===== src/rtl/pipeline_execute_memory_if.sv =====
// EX/MEM interface: execute-stage results, hazard control, dmem bus and latched writeback outputs.
// slave = the EX/MEM latch, master = the surrounding pipeline / memory side.
interface pipeline_execute_memory_if #(
   parameter int CNT_W = 16
);
   logic [1:0]       em_state;
   logic             e_dREN;
   logic             e_dWEN;
   logic             e_RegWrite;
   logic             e_MemToReg;
   logic             e_halt;
   logic [31:0]      e_alu_out;
   logic [31:0]      e_rdat2;
   logic [4:0]       e_wsel;
   logic [31:0]      e_pc4;
   logic             dhit;
   logic [31:0]      dmemload;
   logic             dmemREN;
   logic             dmemWEN;
   logic [31:0]      dmemaddr;
   logic [31:0]      dmemstore;
   logic             m_RegWrite;
   logic             m_MemToReg;
   logic             m_halt;
   logic [31:0]      m_alu_out;
   logic [31:0]      m_pc4;
   logic [31:0]      m_dload;
   logic [4:0]       m_wsel;
   logic             mem_busy;
   logic [CNT_W-1:0] m_wait_cnt;

   modport slave (
      input  em_state, e_dREN, e_dWEN, e_RegWrite, e_MemToReg, e_halt,
             e_alu_out, e_rdat2, e_wsel, e_pc4, dhit, dmemload,
      output dmemREN, dmemWEN, dmemaddr, dmemstore, m_RegWrite, m_MemToReg,
             m_halt, m_alu_out, m_pc4, m_dload, m_wsel, mem_busy, m_wait_cnt
   );

   modport master (
      output em_state, e_dREN, e_dWEN, e_RegWrite, e_MemToReg, e_halt,
             e_alu_out, e_rdat2, e_wsel, e_pc4, dhit, dmemload,
      input  dmemREN, dmemWEN, dmemaddr, dmemstore, m_RegWrite, m_MemToReg,
             m_halt, m_alu_out, m_pc4, m_dload, m_wsel, mem_busy, m_wait_cnt
   );
endinterface


===== src/rtl/pipeline_execute_memory.sv =====
// EX/MEM latch with dmem request tracker: request issues the cycle after capture and holds until dhit;
// mem_busy stalls upstream while a request is outstanding, halt freezes the latch until reset.
module pipeline_execute_memory #(
   parameter int CNT_W = 16
) (
   input logic CLK,
   input logic nRST,
   pipeline_execute_memory_if.slave bus
);
   typedef enum logic [1:0] {
      PIPE_ENABLE = 2'd0,
      PIPE_STALL  = 2'd1,
      PIPE_NOP    = 2'd2
   } pipe_ctrl_t;

   typedef enum logic {
      IDLE = 1'b0,
      REQ  = 1'b1
   } state_t;

   typedef struct packed {
      logic        dren;
      logic        dwen;
      logic        reg_write;
      logic        mem_to_reg;
      logic        halt;
      logic [31:0] alu_out;
      logic [31:0] rdat2;
      logic [4:0]  wsel;
      logic [31:0] pc4;
   } ex_t;

   state_t           state;
   state_t           state_nxt;
   ex_t              m_lat;
   ex_t              e_in;
   logic [31:0]      dload;
   logic [CNT_W-1:0] wait_cnt;
   logic             latch_open;
   logic             capture;
   logic             bubble;
   logic             dmem_ren;
   logic             dmem_wen;
   logic             busy;

   // A load+store encoding is issued as a load only.
   always_comb begin
      e_in            = '0;
      e_in.dren       = bus.e_dREN;
      e_in.dwen       = bus.e_dWEN & ~bus.e_dREN;
      e_in.reg_write  = bus.e_RegWrite;
      e_in.mem_to_reg = bus.e_MemToReg;
      e_in.halt       = bus.e_halt;
      e_in.alu_out    = bus.e_alu_out;
      e_in.rdat2      = bus.e_rdat2;
      e_in.wsel       = bus.e_wsel;
      e_in.pc4        = bus.e_pc4;
   end

   assign latch_open = (state == IDLE) & ~m_lat.halt;
   assign capture    = latch_open & (bus.em_state == PIPE_ENABLE);
   assign bubble     = latch_open & (bus.em_state == PIPE_NOP);

   always_ff @(posedge CLK or negedge nRST) begin
      if (!nRST) begin
         state <= IDLE;
      end else begin
         state <= state_nxt;
      end
   end

   always_comb begin
      state_nxt = state;
      case (state)
         IDLE: if (capture && (e_in.dren || e_in.dwen)) state_nxt = REQ;
         REQ:  if (bus.dhit) state_nxt = IDLE;
         default: state_nxt = IDLE;
      endcase
   end

   always_comb begin
      dmem_ren = 1'b0;
      dmem_wen = 1'b0;
      busy     = 1'b0;
      if (state == REQ) begin
         dmem_ren = m_lat.dren;
         dmem_wen = m_lat.dwen;
         busy     = 1'b1;
      end
   end

   // Capture and load-data return never coincide: capture requires IDLE.
   always_ff @(posedge CLK or negedge nRST) begin
      if (!nRST) begin
         m_lat <= '0;
         dload <= '0;
      end else if (capture) begin
         m_lat <= e_in;
         dload <= '0;
      end else if (bubble) begin
         m_lat <= '0;
         dload <= '0;
      end else if ((state == REQ) && bus.dhit && m_lat.dren) begin
         dload <= bus.dmemload;
      end
   end

   always_ff @(posedge CLK or negedge nRST) begin
      if (!nRST) begin
         wait_cnt <= '0;
      end else if ((state == REQ) && (wait_cnt != '1)) begin
         wait_cnt <= wait_cnt + 1'b1;
      end
   end

   assign bus.dmemREN    = dmem_ren;
   assign bus.dmemWEN    = dmem_wen;
   assign bus.dmemaddr   = m_lat.alu_out;
   assign bus.dmemstore  = m_lat.rdat2;
   assign bus.mem_busy   = busy;
   assign bus.m_RegWrite = m_lat.reg_write;
   assign bus.m_MemToReg = m_lat.mem_to_reg;
   assign bus.m_halt     = m_lat.halt;
   assign bus.m_alu_out  = m_lat.alu_out;
   assign bus.m_pc4      = m_lat.pc4;
   assign bus.m_wsel     = m_lat.wsel;
   assign bus.m_dload    = dload;
   assign bus.m_wait_cnt = wait_cnt;
endmodule


===== src/flat_wrapper.sv =====
// flat-port wrapper written by rule: the top's interface ports become plain ports
module pipeline_execute_memory_flat 
#(
   parameter int CNT_W = 16
)
  (CLK, nRST, bus_em_state, bus_e_dREN, bus_e_dWEN, bus_e_RegWrite, bus_e_MemToReg, bus_e_halt, bus_e_alu_out, bus_e_rdat2, bus_e_wsel, bus_e_pc4, bus_dhit, bus_dmemload, bus_dmemREN, bus_dmemWEN, bus_dmemaddr, bus_dmemstore, bus_m_RegWrite, bus_m_MemToReg, bus_m_halt, bus_m_alu_out, bus_m_pc4, bus_m_dload, bus_m_wsel, bus_mem_busy, bus_m_wait_cnt);
  pipeline_execute_memory_if #(.CNT_W(CNT_W)) bus_i ();
  input logic CLK;
  input logic nRST;
  input wire logic [$bits(bus_i.em_state)-1:0] bus_em_state;
  input wire logic [$bits(bus_i.e_dREN)-1:0] bus_e_dREN;
  input wire logic [$bits(bus_i.e_dWEN)-1:0] bus_e_dWEN;
  input wire logic [$bits(bus_i.e_RegWrite)-1:0] bus_e_RegWrite;
  input wire logic [$bits(bus_i.e_MemToReg)-1:0] bus_e_MemToReg;
  input wire logic [$bits(bus_i.e_halt)-1:0] bus_e_halt;
  input wire logic [$bits(bus_i.e_alu_out)-1:0] bus_e_alu_out;
  input wire logic [$bits(bus_i.e_rdat2)-1:0] bus_e_rdat2;
  input wire logic [$bits(bus_i.e_wsel)-1:0] bus_e_wsel;
  input wire logic [$bits(bus_i.e_pc4)-1:0] bus_e_pc4;
  input wire logic [$bits(bus_i.dhit)-1:0] bus_dhit;
  input wire logic [$bits(bus_i.dmemload)-1:0] bus_dmemload;
  output wire logic [$bits(bus_i.dmemREN)-1:0] bus_dmemREN;
  output wire logic [$bits(bus_i.dmemWEN)-1:0] bus_dmemWEN;
  output wire logic [$bits(bus_i.dmemaddr)-1:0] bus_dmemaddr;
  output wire logic [$bits(bus_i.dmemstore)-1:0] bus_dmemstore;
  output wire logic [$bits(bus_i.m_RegWrite)-1:0] bus_m_RegWrite;
  output wire logic [$bits(bus_i.m_MemToReg)-1:0] bus_m_MemToReg;
  output wire logic [$bits(bus_i.m_halt)-1:0] bus_m_halt;
  output wire logic [$bits(bus_i.m_alu_out)-1:0] bus_m_alu_out;
  output wire logic [$bits(bus_i.m_pc4)-1:0] bus_m_pc4;
  output wire logic [$bits(bus_i.m_dload)-1:0] bus_m_dload;
  output wire logic [$bits(bus_i.m_wsel)-1:0] bus_m_wsel;
  output wire logic [$bits(bus_i.mem_busy)-1:0] bus_mem_busy;
  output wire logic [$bits(bus_i.m_wait_cnt)-1:0] bus_m_wait_cnt;
  assign bus_i.em_state = bus_em_state;
  assign bus_i.e_dREN = bus_e_dREN;
  assign bus_i.e_dWEN = bus_e_dWEN;
  assign bus_i.e_RegWrite = bus_e_RegWrite;
  assign bus_i.e_MemToReg = bus_e_MemToReg;
  assign bus_i.e_halt = bus_e_halt;
  assign bus_i.e_alu_out = bus_e_alu_out;
  assign bus_i.e_rdat2 = bus_e_rdat2;
  assign bus_i.e_wsel = bus_e_wsel;
  assign bus_i.e_pc4 = bus_e_pc4;
  assign bus_i.dhit = bus_dhit;
  assign bus_i.dmemload = bus_dmemload;
  assign bus_dmemREN = bus_i.dmemREN;
  assign bus_dmemWEN = bus_i.dmemWEN;
  assign bus_dmemaddr = bus_i.dmemaddr;
  assign bus_dmemstore = bus_i.dmemstore;
  assign bus_m_RegWrite = bus_i.m_RegWrite;
  assign bus_m_MemToReg = bus_i.m_MemToReg;
  assign bus_m_halt = bus_i.m_halt;
  assign bus_m_alu_out = bus_i.m_alu_out;
  assign bus_m_pc4 = bus_i.m_pc4;
  assign bus_m_dload = bus_i.m_dload;
  assign bus_m_wsel = bus_i.m_wsel;
  assign bus_mem_busy = bus_i.mem_busy;
  assign bus_m_wait_cnt = bus_i.m_wait_cnt;
  pipeline_execute_memory #(.CNT_W(CNT_W)) u_core (.CLK(CLK), .nRST(nRST), .bus(bus_i));
endmodule

===== config.mk =====
export PLATFORM = sky130hd
export DESIGN_NAME = pipeline_execute_memory_flat
export DESIGN_NICKNAME = d
export VERILOG_FILES = /design/src/rtl/pipeline_execute_memory_if.sv /design/src/rtl/pipeline_execute_memory.sv /design/src/flat_wrapper.sv
export SDC_FILE = /design/constraint.sdc
export NUM_CORES = 1
export LEC_CHECK = 0
export CORE_UTILIZATION = 43
export CTS_CLUSTER_DIAMETER = 50
export CTS_CLUSTER_SIZE = 14
export DETAILED_ROUTE_END_ITERATION = 10
export PLACE_DENSITY = 0.84
export RECOVER_POWER = 25
export SYNTH_ARGS = -nofsm -noshare
export SYNTH_HDL_FRONTEND = slang
export SYNTH_SLANG_ARGS = --single-unit

===== constraint.sdc =====
create_clock -name CLK -period 2.15 [get_ports CLK]
set_input_delay 0.43 -clock CLK [delete_from_list [all_inputs] [get_ports CLK]]
set_output_delay 0.43 -clock CLK [all_outputs]
set_load 0.05 [all_outputs]

==> flow_metrics.tcl <==
set metrics [dict create \
    run_status "finished, final reports clean" \
    grtUsageMet1_pct 25.24 \
    crit-reg2reg-capture "u_core.bus.m_dload[26]" \
    global_route_wire_length_before_repair_mm 29.72 \
    htreeDepth 4 \
    grt_most_used_layer "met2" \
    p_clk_share_pct 17.5 \
    hold_viol_final 0 \
    timing.critical_path.buf_inv 1 \
    yosys.cell_types.count 33 \
    hold_path_startpoint "u_core.m_lat[104]" \
    vias 5733 \
    clk_root_buffer_cell "sky130_fd_sc_hd__clkbuf_16" \
    slowest_stage "sky130_fd_sc_hd__clkdlybuf4s50_1" \
    synth.largest_area_cell "sky130_fd_sc_hd__dfrtp_1" \
    nets 1075 \
    synth_nets 890 \
    n_antenna_cell 0 \
    antenna_violating_nets_post_route 0 \
    io_buffers 329 \
    tightest_slew_ns 1.260 \
    grt_antenna_before_repair 0 \
    first_global_vias 5601 \
    dominantRegCellSynth "sky130_fd_sc_hd__dfrtp_1" \
    post-synth-top-area-fraction_pct 51.88 \
    synth.most_common_cell "sky130_fd_sc_hd__nand2_1" \
    synthesis.instances 746 \
    critical_path.max_stage_delay_ns 0.84 \
    cts_num_sinks 155 \
    nFillCells 1381 \
    insertion_delay_ns 0.41 \
    cts.clk_slew.worst_paths_ns 0.06 \
    hold_depth 2 \
    timing.critical_path.cells "clkdlybuf4s50_1" \
    floorplan.initialDensity_pct 44.61 \
    switching_fraction_of_total_power_pct 48.92 \
    power.total_mw 17.86 \
    floorplan.core_area_um2 16760 \
    r2r_slack_ns 0.17 \
    synth_common_cells "sky130_fd_sc_hd__nand2_1 (219), sky130_fd_sc_hd__dfrtp_1 (155), sky130_fd_sc_hd__buf_4 (140), sky130_fd_sc_hd__nand3b_1 (104), sky130_fd_sc_hd__a22o_1 (32)" \
    post_synth_edffs 0 \
    grt_setup_unrepaired "no" \
    route.detailed.vias_per_inst 4.925 \
    final.period_utilization_pct 98.43 \
    reg2regPathDepth 3 \
    drv_cap 0 \
    worst_slack_ns 0.03377 \
    worstSetupPathType "reg -> out" \
    timing.hold.worst.class "reg -> reg" \
    power_per_cell_area_nw_per_um2 1683 \
    drive_above_1_share_pct 6.674 \
    remaining_drc_errors 0 \
    comb_power_share_pct 55.2 \
    worst_path_dominant_cell_family "buffers and inverters" \
    area_contributors_post_synth "sky130_fd_sc_hd__dfrtp_1 (52%), sky130_fd_sc_hd__buf_4 (14%), sky130_fd_sc_hd__nand2_1 (11%)" \
    worst_ir_drop_vdd_uv 1122 \
    place_ws_ns -0.1977 \
    numCtsBuffers 17 \
    maxClockFrequency_mhz 472.5 \
    worst-endpoint-required_ns 1.72 \
    synth-seq-cells 155 \
    leakage_nw 5.023 \
    synthesis.area_um2 7476 \
    grt_max_degree 107 \
    sequentialPowerShare_pct 27.3 \
    hold_path_end "u_core.m_lat[104]" \
    total_global_routing_overflow 0 \
    avgSynthCellArea_um2 10.02 \
    synth_sequential_area_ratio_pct 51.88 \
    cts_tree "yes" \
    yosys_warnings 0 \
    postLayoutCoreUtil_pct 63.32 \
    timing.hold.ws_ns 0.4597 \
    syn2layout_area_growth_pct 41.96 \
    finish.instance_area_um2 10610 \
    detail_route.iter0.violations 262 \
    cts.path.max_buffers 2 \
    drt-total-wl_mm 18.96 \
    firstDrtPassIters 6 \
    dpl-instance-area_um2 10000 \
    estimated_wirelength_of_the_detail_placed_design_mm 13.48 \
    top_level_ports 330 \
    setup.worst_path.end_class "primary output" \
    critical_path.startpoint_type "flip-flop" \
    crit_path_max_fanout 6 \
    globalRouteTotalUtil_pct 21.20 \
    std_cell_rows 47 \
    timing.slew.headroom_pct 15.88 \
    switching_power_of_the_nets_mw 8.736 \
    fin_crit_ns 2.116 \
    internal-power_mw 9.121 \
    place.gp.congestion 0.8022 \
    grtUsageMet2_pct 35.92 \
    rr_startpoint "u_core.state" \
    wl_per_cell_um 16.29 \
    die_width_um 133.9 \
    die_height_um 133.9 \
    post_cts_setup_buffer_count 0 \
    setup_viol_count_final 0 \
    critical_path_arrival_ns 1.69 \
    async_reset_ff_share_pct 100.0 \
    timing.final.max_slew_violations 0 \
    clock_skew_ns 0.008161 \
    global_route.usage.met3_pct 6.463 \
    fp.dieArea_um2 17920 \
]
metrics by stage:
step / setup TNS (ns) / cells
final: 0 / 1164
after floorplan: 0 / 746
after detailed placement: -5.529 / 1131
after CTS: 0 / 1164
after global placement: -4.574 / 1131
after global routing: 0 / 1164
kinds of logic after synthesis:
kind of cell / share of synthesized area [%]
compound gates: 4.301
xor+xnor: 1.523
fa+ha+maj: 0.1673
buf+inv: 16.50
flops: 51.88
mux: 0.3012
simple gates: 25.32
flip-flops by register name, indices dropped and copies added, names as in the netlist, 2 cells and up:
register and cells:
u_core.bus.dmemaddr 32, u_core.bus.dmemstore 32, u_core.bus.m_dload 32, u_core.bus.m_pc4 32, u_core.bus.m_wait_cnt 16, u_core.bus.m_wsel 5, u_core.m_lat 2
what timing repair did:
action / CTS / global route
hold buffers: 1 / 0
resized for setup: 9 / 4
setup endpoints to repair: 9 / 4
endpoints found under the hold margin: 35 / 0
cell type report:
cell class | instances | area, um^2 | share of cell area, %
Sequential cell | 155 | 3879 | 36.55
Clock inverter | 9 | 135.1 | 1.273
Inverter | 1 | 3.754 | 0.03537
Tap cell | 220 | 275.3 | 2.594
Multi-Input combinational cell | 414 | 2377 | 22.40
Clock buffer | 23 | 488.0 | 4.598
Timing Repair Buffer | 342 | 3455 | 32.55
how the worst max path moves through the flow:
stage,startpoint,to,slack (ns),cells after the start
after floorplan,u_core.bus.m_wait_cnt[0],u_core.bus.m_wait_cnt[3],0.26,6
after global placement,bus_dhit,u_core.bus.m_dload[27],-0.15,4
after detailed placement,bus_em_state[0],u_core.bus.m_dload[31],-0.20,4
after CTS,u_core.bus.m_wait_cnt[10],bus_m_wait_cnt[10],0.007,1
after global routing,u_core.bus.m_wait_cnt[7],bus_m_wait_cnt[7],0.004,1
final,u_core.bus.m_wait_cnt[13],bus_m_wait_cnt[13],0.03,1
power groups by stage:
stage	Sequential (mW)	Combinational [mW]	Clock, mW
after floorplan	5.36	7.62	0
after global placement	4.87	9.86	0
after detailed placement	4.91	9.97	0
after CTS	4.88	9.95	3.20
after global routing	5.01	10.3	3.33
final	4.87	9.86	3.12
routing by layer:
layer  wire length (um)  share of wire, %
met5                  0                 0
met1               7501                40
met4                361               1.9
met2               9560                50
met3               1535               8.1
cells in the final DEF (no fill, tap or decap), types with 2 or more instances in the layout:
cell type,instances
sky130_fd_sc_hd__nand3_1,4
sky130_fd_sc_hd__dlygate4sd2_1,9
sky130_fd_sc_hd__nand4_1,4
sky130_fd_sc_hd__xnor2_1,3
sky130_fd_sc_hd__and4_1,4
sky130_fd_sc_hd__clkbuf_16,17
sky130_fd_sc_hd__dfrtp_1,155
sky130_fd_sc_hd__nor4_2,2
sky130_fd_sc_hd__nand2_1,219
sky130_fd_sc_hd__nand3_2,2
sky130_fd_sc_hd__nor3_2,4
sky130_fd_sc_hd__nand3b_1,104
sky130_fd_sc_hd__clkbuf_8,4
sky130_fd_sc_hd__o21ai_1,2
sky130_fd_sc_hd__bufinv_16,3
sky130_fd_sc_hd__and2_1,2
sky130_fd_sc_hd__clkbuf_1,2
sky130_fd_sc_hd__nor2_1,4
sky130_fd_sc_hd__clkbuf_2,3
sky130_fd_sc_hd__nor2_2,2
sky130_fd_sc_hd__clkdlybuf4s50_1,310
sky130_fd_sc_hd__and3_1,3
sky130_fd_sc_hd__buf_4,7
sky130_fd_sc_hd__xor2_1,10
sky130_fd_sc_hd__buf_12,7
sky130_fd_sc_hd__dlymetal6s2s_1,4
sky130_fd_sc_hd__a22o_1,32
sky130_fd_sc_hd__clkinvlp_4,3
sky130_fd_sc_hd__nor3_1,2
(Power assumes the default switching activity.)
